--- src/rtl/lz4_addr_pkg.sv ---
// Shared definitions for the LZ4 stream address generator: FSM state codes and default widths.
package lz4_addr_pkg;

    localparam logic [1:0] ST_IDLE = 2'd0;
    localparam logic [1:0] ST_RUN  = 2'd1;
    localparam logic [1:0] ST_LAST = 2'd2;

    localparam int DEF_ADDR_W   = 32;
    localparam int DEF_INCR_W   = 3;
    localparam int DEF_MAX_INCR = 4;
    localparam int DEF_WIN_W    = 16;

endpackage

--- src/rtl/stream_addr_gen_if.sv ---
// Input beat stream (byte counts) and output address stream of the address generator.
interface stream_addr_gen_if
    import lz4_addr_pkg::*;
#(
    parameter int ADDR_W = DEF_ADDR_W,
    parameter int INCR_W = DEF_INCR_W,
    parameter int WIN_W  = DEF_WIN_W
) ();

    logic              in_valid;
    logic              in_ready;
    logic [INCR_W-1:0] incr_bytes;
    logic              in_last;
    logic              out_valid;
    logic              out_ready;
    logic [ADDR_W-1:0] rel_addr;
    logic [ADDR_W-1:0] abs_addr;
    logic [WIN_W-1:0]  win_addr;
    logic              out_last;
    logic              win_wrap;

    // Producer/consumer side surrounding the generator.
    modport master (
        output in_valid, incr_bytes, in_last, out_ready,
        input  in_ready, out_valid, rel_addr, abs_addr, win_addr, out_last, win_wrap
    );

    // The generator itself.
    modport slave (
        input  in_valid, incr_bytes, in_last, out_ready,
        output in_ready, out_valid, rel_addr, abs_addr, win_addr, out_last, win_wrap
    );

endinterface

--- src/rtl/stream_addr_gen_addr_out_reg.sv ---
// One-entry valid/ready pipeline register; flush discards the held entry.
module addr_out_reg #(
    parameter int WIDTH = 8
) (
    input  logic             clk,
    input  logic             rst,
    input  logic             flush,
    input  logic             s_valid,
    output logic             s_ready,
    input  logic [WIDTH-1:0] s_data,
    output logic             m_valid,
    input  logic             m_ready,
    output logic [WIDTH-1:0] m_data
);

    logic             valid_reg;
    logic [WIDTH-1:0] data_reg;

    assign s_ready = !valid_reg || m_ready;
    assign m_valid = valid_reg;
    assign m_data  = data_reg;

    always_ff @(posedge clk or posedge rst) begin
        if (rst) begin
            valid_reg <= 1'b0;
            data_reg  <= '0;
        end else if (flush) begin
            valid_reg <= 1'b0;
        end else if (s_valid && s_ready) begin
            valid_reg <= 1'b1;
            data_reg  <= s_data;
        end else if (m_ready) begin
            valid_reg <= 1'b0;
        end
    end

endmodule

--- src/rtl/stream_addr_gen.sv ---
// Per accepted input beat, emits relative, absolute and history-window addresses of its first byte,
// with block framing (start/last/done), window-wrap flag and sticky overflow / bad-increment flags.
module stream_addr_gen
    import lz4_addr_pkg::*;
#(
    parameter int ADDR_W   = DEF_ADDR_W,
    parameter int INCR_W   = DEF_INCR_W,
    parameter int MAX_INCR = DEF_MAX_INCR,
    parameter int WIN_W    = DEF_WIN_W
) (
    input  logic              clk,
    input  logic              rst,
    input  logic              start,
    input  logic [ADDR_W-1:0] head_addr,
    stream_addr_gen_if.slave  bus,
    output logic              done,
    output logic              ovf,
    output logic              err_incr
);

    localparam int DATA_W = 2 + WIN_W + 2 * ADDR_W;
    localparam logic [INCR_W-1:0] MAX_INCR_V = INCR_W'(MAX_INCR);

    logic [1:0]        state_reg, state_next;
    logic [ADDR_W-1:0] counter_reg;
    logic [ADDR_W-1:0] head_reg;
    logic              ovf_reg;
    logic              err_reg;
    logic              done_reg;

    logic              accept;
    logic              out_fire;
    logic              pipe_ready;
    logic              incr_bad;
    logic [INCR_W-1:0] incr_eff;
    logic [ADDR_W:0]   counter_ext;
    logic [ADDR_W:0]   incr_ext;
    logic [ADDR_W:0]   sum;
    logic              wrap_win;
    logic [DATA_W-1:0] beat_data;
    logic [DATA_W-1:0] out_data;

    assign accept   = bus.in_valid && bus.in_ready;
    assign out_fire = bus.out_valid && bus.out_ready;

    assign incr_bad    = bus.incr_bytes > MAX_INCR_V;
    assign incr_eff    = incr_bad ? MAX_INCR_V : bus.incr_bytes;
    assign counter_ext = {1'b0, counter_reg};
    assign incr_ext    = (ADDR_W + 1)'(incr_eff);
    assign sum         = counter_ext + incr_ext;
    // Carry into bit WIN_W recovered from the full-width sum: the low WIN_W bits add identically.
    assign wrap_win    = sum[WIN_W] ^ counter_ext[WIN_W] ^ incr_ext[WIN_W];

    always_ff @(posedge clk or posedge rst) begin
        if (rst) begin
            state_reg <= ST_IDLE;
        end else begin
            state_reg <= state_next;
        end
    end

    always_comb begin
        state_next = state_reg;
        if (start) begin
            state_next = ST_RUN;
        end else begin
            case (state_reg)
                ST_IDLE: state_next = ST_IDLE;
                ST_RUN:  if (accept && bus.in_last) state_next = ST_LAST;
                ST_LAST: if (out_fire && bus.out_last) state_next = ST_IDLE;
                default: state_next = ST_IDLE;
            endcase
        end
    end

    always_comb begin
        bus.in_ready = (state_reg == ST_RUN) && !start && pipe_ready;
    end

    always_ff @(posedge clk or posedge rst) begin
        if (rst) begin
            counter_reg <= '0;
            head_reg    <= '0;
            ovf_reg     <= 1'b0;
            err_reg     <= 1'b0;
            done_reg    <= 1'b0;
        end else if (start) begin
            counter_reg <= '0;
            head_reg    <= head_addr;
            ovf_reg     <= 1'b0;
            err_reg     <= 1'b0;
            done_reg    <= 1'b0;
        end else begin
            done_reg <= (state_reg == ST_LAST) && out_fire && bus.out_last;
            if (accept) begin
                counter_reg <= sum[ADDR_W-1:0];
                if (sum[ADDR_W]) ovf_reg <= 1'b1;
                if (incr_bad)    err_reg <= 1'b1;
            end
        end
    end

    assign beat_data = {bus.in_last, wrap_win, counter_reg[WIN_W-1:0],
                        head_reg + counter_reg, counter_reg};

    addr_out_reg #(
        .WIDTH (DATA_W)
    ) u_out_reg (
        .clk     (clk),
        .rst     (rst),
        .flush   (start),
        .s_valid (accept),
        .s_ready (pipe_ready),
        .s_data  (beat_data),
        .m_valid (bus.out_valid),
        .m_ready (bus.out_ready),
        .m_data  (out_data)
    );

    assign {bus.out_last, bus.win_wrap, bus.win_addr, bus.abs_addr, bus.rel_addr} = out_data;

    assign done     = done_reg;
    assign ovf      = ovf_reg;
    assign err_incr = err_reg;

endmodule

--- src/flat_wrapper.sv ---
// flat-port wrapper written by rule: the top's interface ports become plain ports
module stream_addr_gen_flat import lz4_addr_pkg::*;
#(
    parameter int ADDR_W   = DEF_ADDR_W,
    parameter int INCR_W   = DEF_INCR_W,
    parameter int MAX_INCR = DEF_MAX_INCR,
    parameter int WIN_W    = DEF_WIN_W
)
  (clk, rst, start, head_addr, done, ovf, err_incr, bus_in_valid, bus_incr_bytes, bus_in_last, bus_out_ready, bus_in_ready, bus_out_valid, bus_rel_addr, bus_abs_addr, bus_win_addr, bus_out_last, bus_win_wrap);
  stream_addr_gen_if #(.ADDR_W(ADDR_W), .INCR_W(INCR_W), .WIN_W(WIN_W)) bus_i ();
  input  logic clk;
  input  logic rst;
  input  logic start;
  input  logic [ADDR_W-1:0] head_addr;
  output logic done;
  output logic ovf;
  output logic err_incr;
  input wire logic [$bits(bus_i.in_valid)-1:0] bus_in_valid;
  input wire logic [$bits(bus_i.incr_bytes)-1:0] bus_incr_bytes;
  input wire logic [$bits(bus_i.in_last)-1:0] bus_in_last;
  input wire logic [$bits(bus_i.out_ready)-1:0] bus_out_ready;
  output wire logic [$bits(bus_i.in_ready)-1:0] bus_in_ready;
  output wire logic [$bits(bus_i.out_valid)-1:0] bus_out_valid;
  output wire logic [$bits(bus_i.rel_addr)-1:0] bus_rel_addr;
  output wire logic [$bits(bus_i.abs_addr)-1:0] bus_abs_addr;
  output wire logic [$bits(bus_i.win_addr)-1:0] bus_win_addr;
  output wire logic [$bits(bus_i.out_last)-1:0] bus_out_last;
  output wire logic [$bits(bus_i.win_wrap)-1:0] bus_win_wrap;
  assign bus_i.in_valid = bus_in_valid;
  assign bus_i.incr_bytes = bus_incr_bytes;
  assign bus_i.in_last = bus_in_last;
  assign bus_i.out_ready = bus_out_ready;
  assign bus_in_ready = bus_i.in_ready;
  assign bus_out_valid = bus_i.out_valid;
  assign bus_rel_addr = bus_i.rel_addr;
  assign bus_abs_addr = bus_i.abs_addr;
  assign bus_win_addr = bus_i.win_addr;
  assign bus_out_last = bus_i.out_last;
  assign bus_win_wrap = bus_i.win_wrap;
  stream_addr_gen #(.ADDR_W(ADDR_W), .INCR_W(INCR_W), .MAX_INCR(MAX_INCR), .WIN_W(WIN_W)) u_core (.clk(clk), .rst(rst), .start(start), .head_addr(head_addr), .bus(bus_i), .done(done), .ovf(ovf), .err_incr(err_incr));
endmodule
--- config.mk ---
export PLATFORM = sky130hd
export DESIGN_NAME = stream_addr_gen_flat
export DESIGN_NICKNAME = d
export VERILOG_FILES = /design/src/rtl/lz4_addr_pkg.sv /design/src/rtl/stream_addr_gen_if.sv /design/src/rtl/stream_addr_gen_addr_out_reg.sv /design/src/rtl/stream_addr_gen.sv /design/src/flat_wrapper.sv
export SDC_FILE = /design/constraint.sdc
export NUM_CORES = 1
export LEC_CHECK = 0
export ABC_AREA = 0
export CORE_ASPECT_RATIO = 0.7
export CORE_MARGIN = 2
export CORE_UTILIZATION = 53
export CTS_CLUSTER_SIZE = 30
export DETAILED_ROUTE_END_ITERATION = 10
export GPL_TIMING_DRIVEN = 0
export MAX_ROUTING_LAYER = met4
export PLACE_DENSITY = 0.8
export SYNTH_ARGS = -nofsm -noshare
export SYNTH_HDL_FRONTEND = slang
export SYNTH_SLANG_ARGS = --single-unit
--- constraint.sdc ---
create_clock -name clk -period 12.2 [get_ports clk]
set_input_delay 3.05 -clock clk [delete_from_list [all_inputs] [get_ports clk]]
set_output_delay 3.05 -clock clk [all_outputs]
set_load 0.1 [all_outputs]
==> flow_metrics.tcl <==
set metrics [dict create \
    grt.total_usage_pct 28.98 \
    postCtsSetupRepairBufs 0 \
    fillers 1086 \
    peakVddDrop_v 0.0001550 \
    placed_cells 1087 \
    worst_pin_slew_ps 1061 \
    synthToLayoutAreaGrowth_pct 29.65 \
    die_area_um2 14930 \
    io_pins 128 \
    hold_class "flip-flop to flip-flop" \
    cap_viol_max_count 0 \
    drt_pass1_iterations 8 \
    cp.required_ps 9150 \
    clk_pin_slew_ps 60 \
    cp_slowest_cell "clkdlybuf4s50_1" \
    antenna_cells 0 \
    status "complete, no violations" \
    grt.overflow.total 0 \
    finClkSkew_ps 8.061 \
    worstSetupPathType "primary input to output port" \
    die_h_um 102.8 \
    dr_total_vias 6337 \
    cts.sinks 136 \
    antenna_left 0 \
    setup_tns_ps 0 \
    root_buffer "clkbuf_16" \
    drc 0 \
    cts-buffers-inserted 17 \
    critPathMaxStageDelay_ps 1200 \
    start_util_pct 53.67 \
    synth_cells 769 \
    critPathCaptureType "output port" \
    timing.rr.start "u_core.counter_reg[0]" \
    place_congestion 0.9529 \
    instances_no_fill 1119 \
    vias_per_cell 5.663 \
    antenna_found_initial 0 \
    arrival_ps 5060 \
    post_synth.cell_area_avg_um2 9.619 \
    worstPathMaxFanout 3 \
    postCtsResizedCells 0 \
    syn-num-nets 846 \
    hold_violations 0 \
    crit_top_cell "clkdlybuf4s50_1" \
    ys_seq_elements 136 \
    crit_path_start "bus_out_ready" \
    synth-seq-area-share_pct 46.01 \
    worstSkewPairLatency_ps 420 \
    setup_violations 0 \
    fp-row-count 36 \
    largest_register_ffs 66 \
    first_iter_violations 564 \
    max_clock_freq_mhz 123.3 \
    power.density_nw_per_um2 160.8 \
    fp.dieW_um 145.2 \
    wire_per_inst_um 18.11 \
    dp_hpwl_um 14350 \
    wl_um 20260 \
    cts_tree "done" \
    grt_pass1_wl_um 32510 \
    cts_hold_buf 0 \
    clk_path_buf_depth 2 \
    synth-main-ff-cell "dfrtp_1" \
    core_area_um2 13780 \
    leakage_nw 4.359 \
    layout.nets 993 \
    worstPathCellList "clkdlybuf4s50_1, nor2b_1, nor3_1, clkdlybuf4s50_1" \
    min-delay-start "u_core.u_out_reg.m_data[23]" \
    min_period_ps 8107 \
    period_share_pct 66.45 \
    portBuffers 127 \
    maxSlewViolCount 0 \
    slew_headroom_pct 29.07 \
    yosysWarnings 0 \
    rsz0062_at_grt "no" \
    grt_pass1_vias 6133 \
    cts_max_level 4 \
    synth_edf_count 0 \
    grt_max_degree 91 \
    start_kind "primary input" \
    async_flop_share_pct 100.0 \
    synth_area_um2 7397 \
    synth_cell_types 64 \
    drive_gt1_share_pct 11.73 \
]
-- cell usage after synthesis, types with 3 or more instances --
cell type / number / area, um2
a211oi_1: 5 / 37.54
a21boi_0: 4 / 30.03
a21o_1: 10 / 75.07
a21oi_1: 46 / 230.2
a31oi_1: 3 / 18.77
and2_1: 3 / 18.77
and3_1: 3 / 18.77
and4_1: 4 / 35.03
buf_1: 3 / 11.26
buf_4: 19 / 142.6
buf_6: 6 / 67.56
clkbuf_1: 17 / 63.81
dfrtp_1: 136 / 3403
ha_1: 34 / 425.4
inv_1: 21 / 78.83
mux2_2: 33 / 371.6
nand2_1: 165 / 619.3
nand3_1: 21 / 105.1
nand4_1: 15 / 93.84
nor2_1: 41 / 153.9
nor2b_1: 3 / 18.77
nor3_1: 8 / 40.04
o211ai_1: 6 / 45.04
o21ai_0: 56 / 280.3
o21ai_2: 4 / 35.03
o31ai_1: 3 / 22.52
or3_1: 8 / 50.05
or4_1: 3 / 22.52
xnor2_1: 16 / 140.1
xor2_1: 31 / 271.5
-- power breakdown --
part | internal (mW) | switching (mW) | total [mW]
Combinational | 0.115 | 0.335 | 0.450
Clock | 0.365 | 0.205 | 0.570
Sequential | 0.492 | 0.0302 | 0.522
Total | 0.972 | 0.570 | 1.54
-- cells by family (layout without fill, tap and decap cells) --
group | after synthesis | in the layout | synth area share, %
buffers and inverters | 68 | 228 | 5.176
AO/OA/AOI/OAI | 161 | 161 | 13.89
multiplexers | 34 | 34 | 5.159
adder cells (fa/ha/maj) | 36 | 36 | 6.292
AND/OR/NAND/NOR | 287 | 287 | 17.91
flip-flops | 136 | 136 | 46.01
XOR/XNOR | 47 | 47 | 5.565
-- layer usage --
metal  global-route usage [%]  share of wire (%)  vias up
met3                    7.080                7.9       35
li1                         -                  -     2964
met1                    40.73                 48     3069
met5                        -                  0        -
met2                    41.49                 43      269
met4                    9.502                1.8        0
-- worst max-delay path, delay by kind of cell --
family | cells | cell delay [ps]
buffers and inverters | 2 | 1700
AND/OR/NAND/NOR | 2 | 310
-- through the flow --
step                      setup slack (ps)  utilization (%)  hold slack [ps]  total power [mW]  cell area, um2
after CTS                             4090            69.58            480.4             1.545            9590
after global placement                3665            64.62            460.0            0.9686            8906
final                                 4093            69.58            478.1             1.542            9590
after global routing                  4018            69.58            498.9             1.591            9590
after floorplan                       3946                -            445.1            0.8551            7397
after detailed placement              4107            64.85            465.4            0.9752            8939
-- path summary, 6_finish.rpt --
check	slack, ps	end	depth (start not counted)
setup / recovery	4090	bus_in_ready	4
hold / removal	480	u_core.u_out_reg.m_data[23]	2
setup reg to reg	9150	u_core.u_out_reg.m_data[62]	9
hold reg to reg	480	u_core.u_out_reg.m_data[23]	2
max in group asynchronous	8380	u_core.head_reg[15]	3
min in group asynchronous	3020	u_core.u_out_reg.m_data[29]	2
-- layout by cell type, fill, tap and decap left out, types with 21 or more instances in the layout --
cell type / instances
o21ai_0: 56
mux2_2: 33
nand2_1: 165
nand3_1: 21
xor2_1: 31
nor2_1: 41
clkdlybuf4s50_1: 127
ha_1: 34
dfrtp_1: 136
a21oi_1: 46
-- cell type report --
| class | instances | area (um2) | area share (%) |
|---|---|---|---|
| plain buffers | 47 | 304.0 | 3.170 |
| flip-flops and latches | 136 | 3403 | 35.49 |
| clock buffers | 18 | 429.2 | 4.475 |
| inverters | 21 | 83.83 | 0.8741 |
| repair buffers | 128 | 1299 | 13.54 |
| clock inverters | 14 | 222.7 | 2.322 |
| well taps | 190 | 237.7 | 2.479 |
| multi-input cells | 565 | 3611 | 37.65 |
Note: power is estimated with default switching activity, not from simulation.
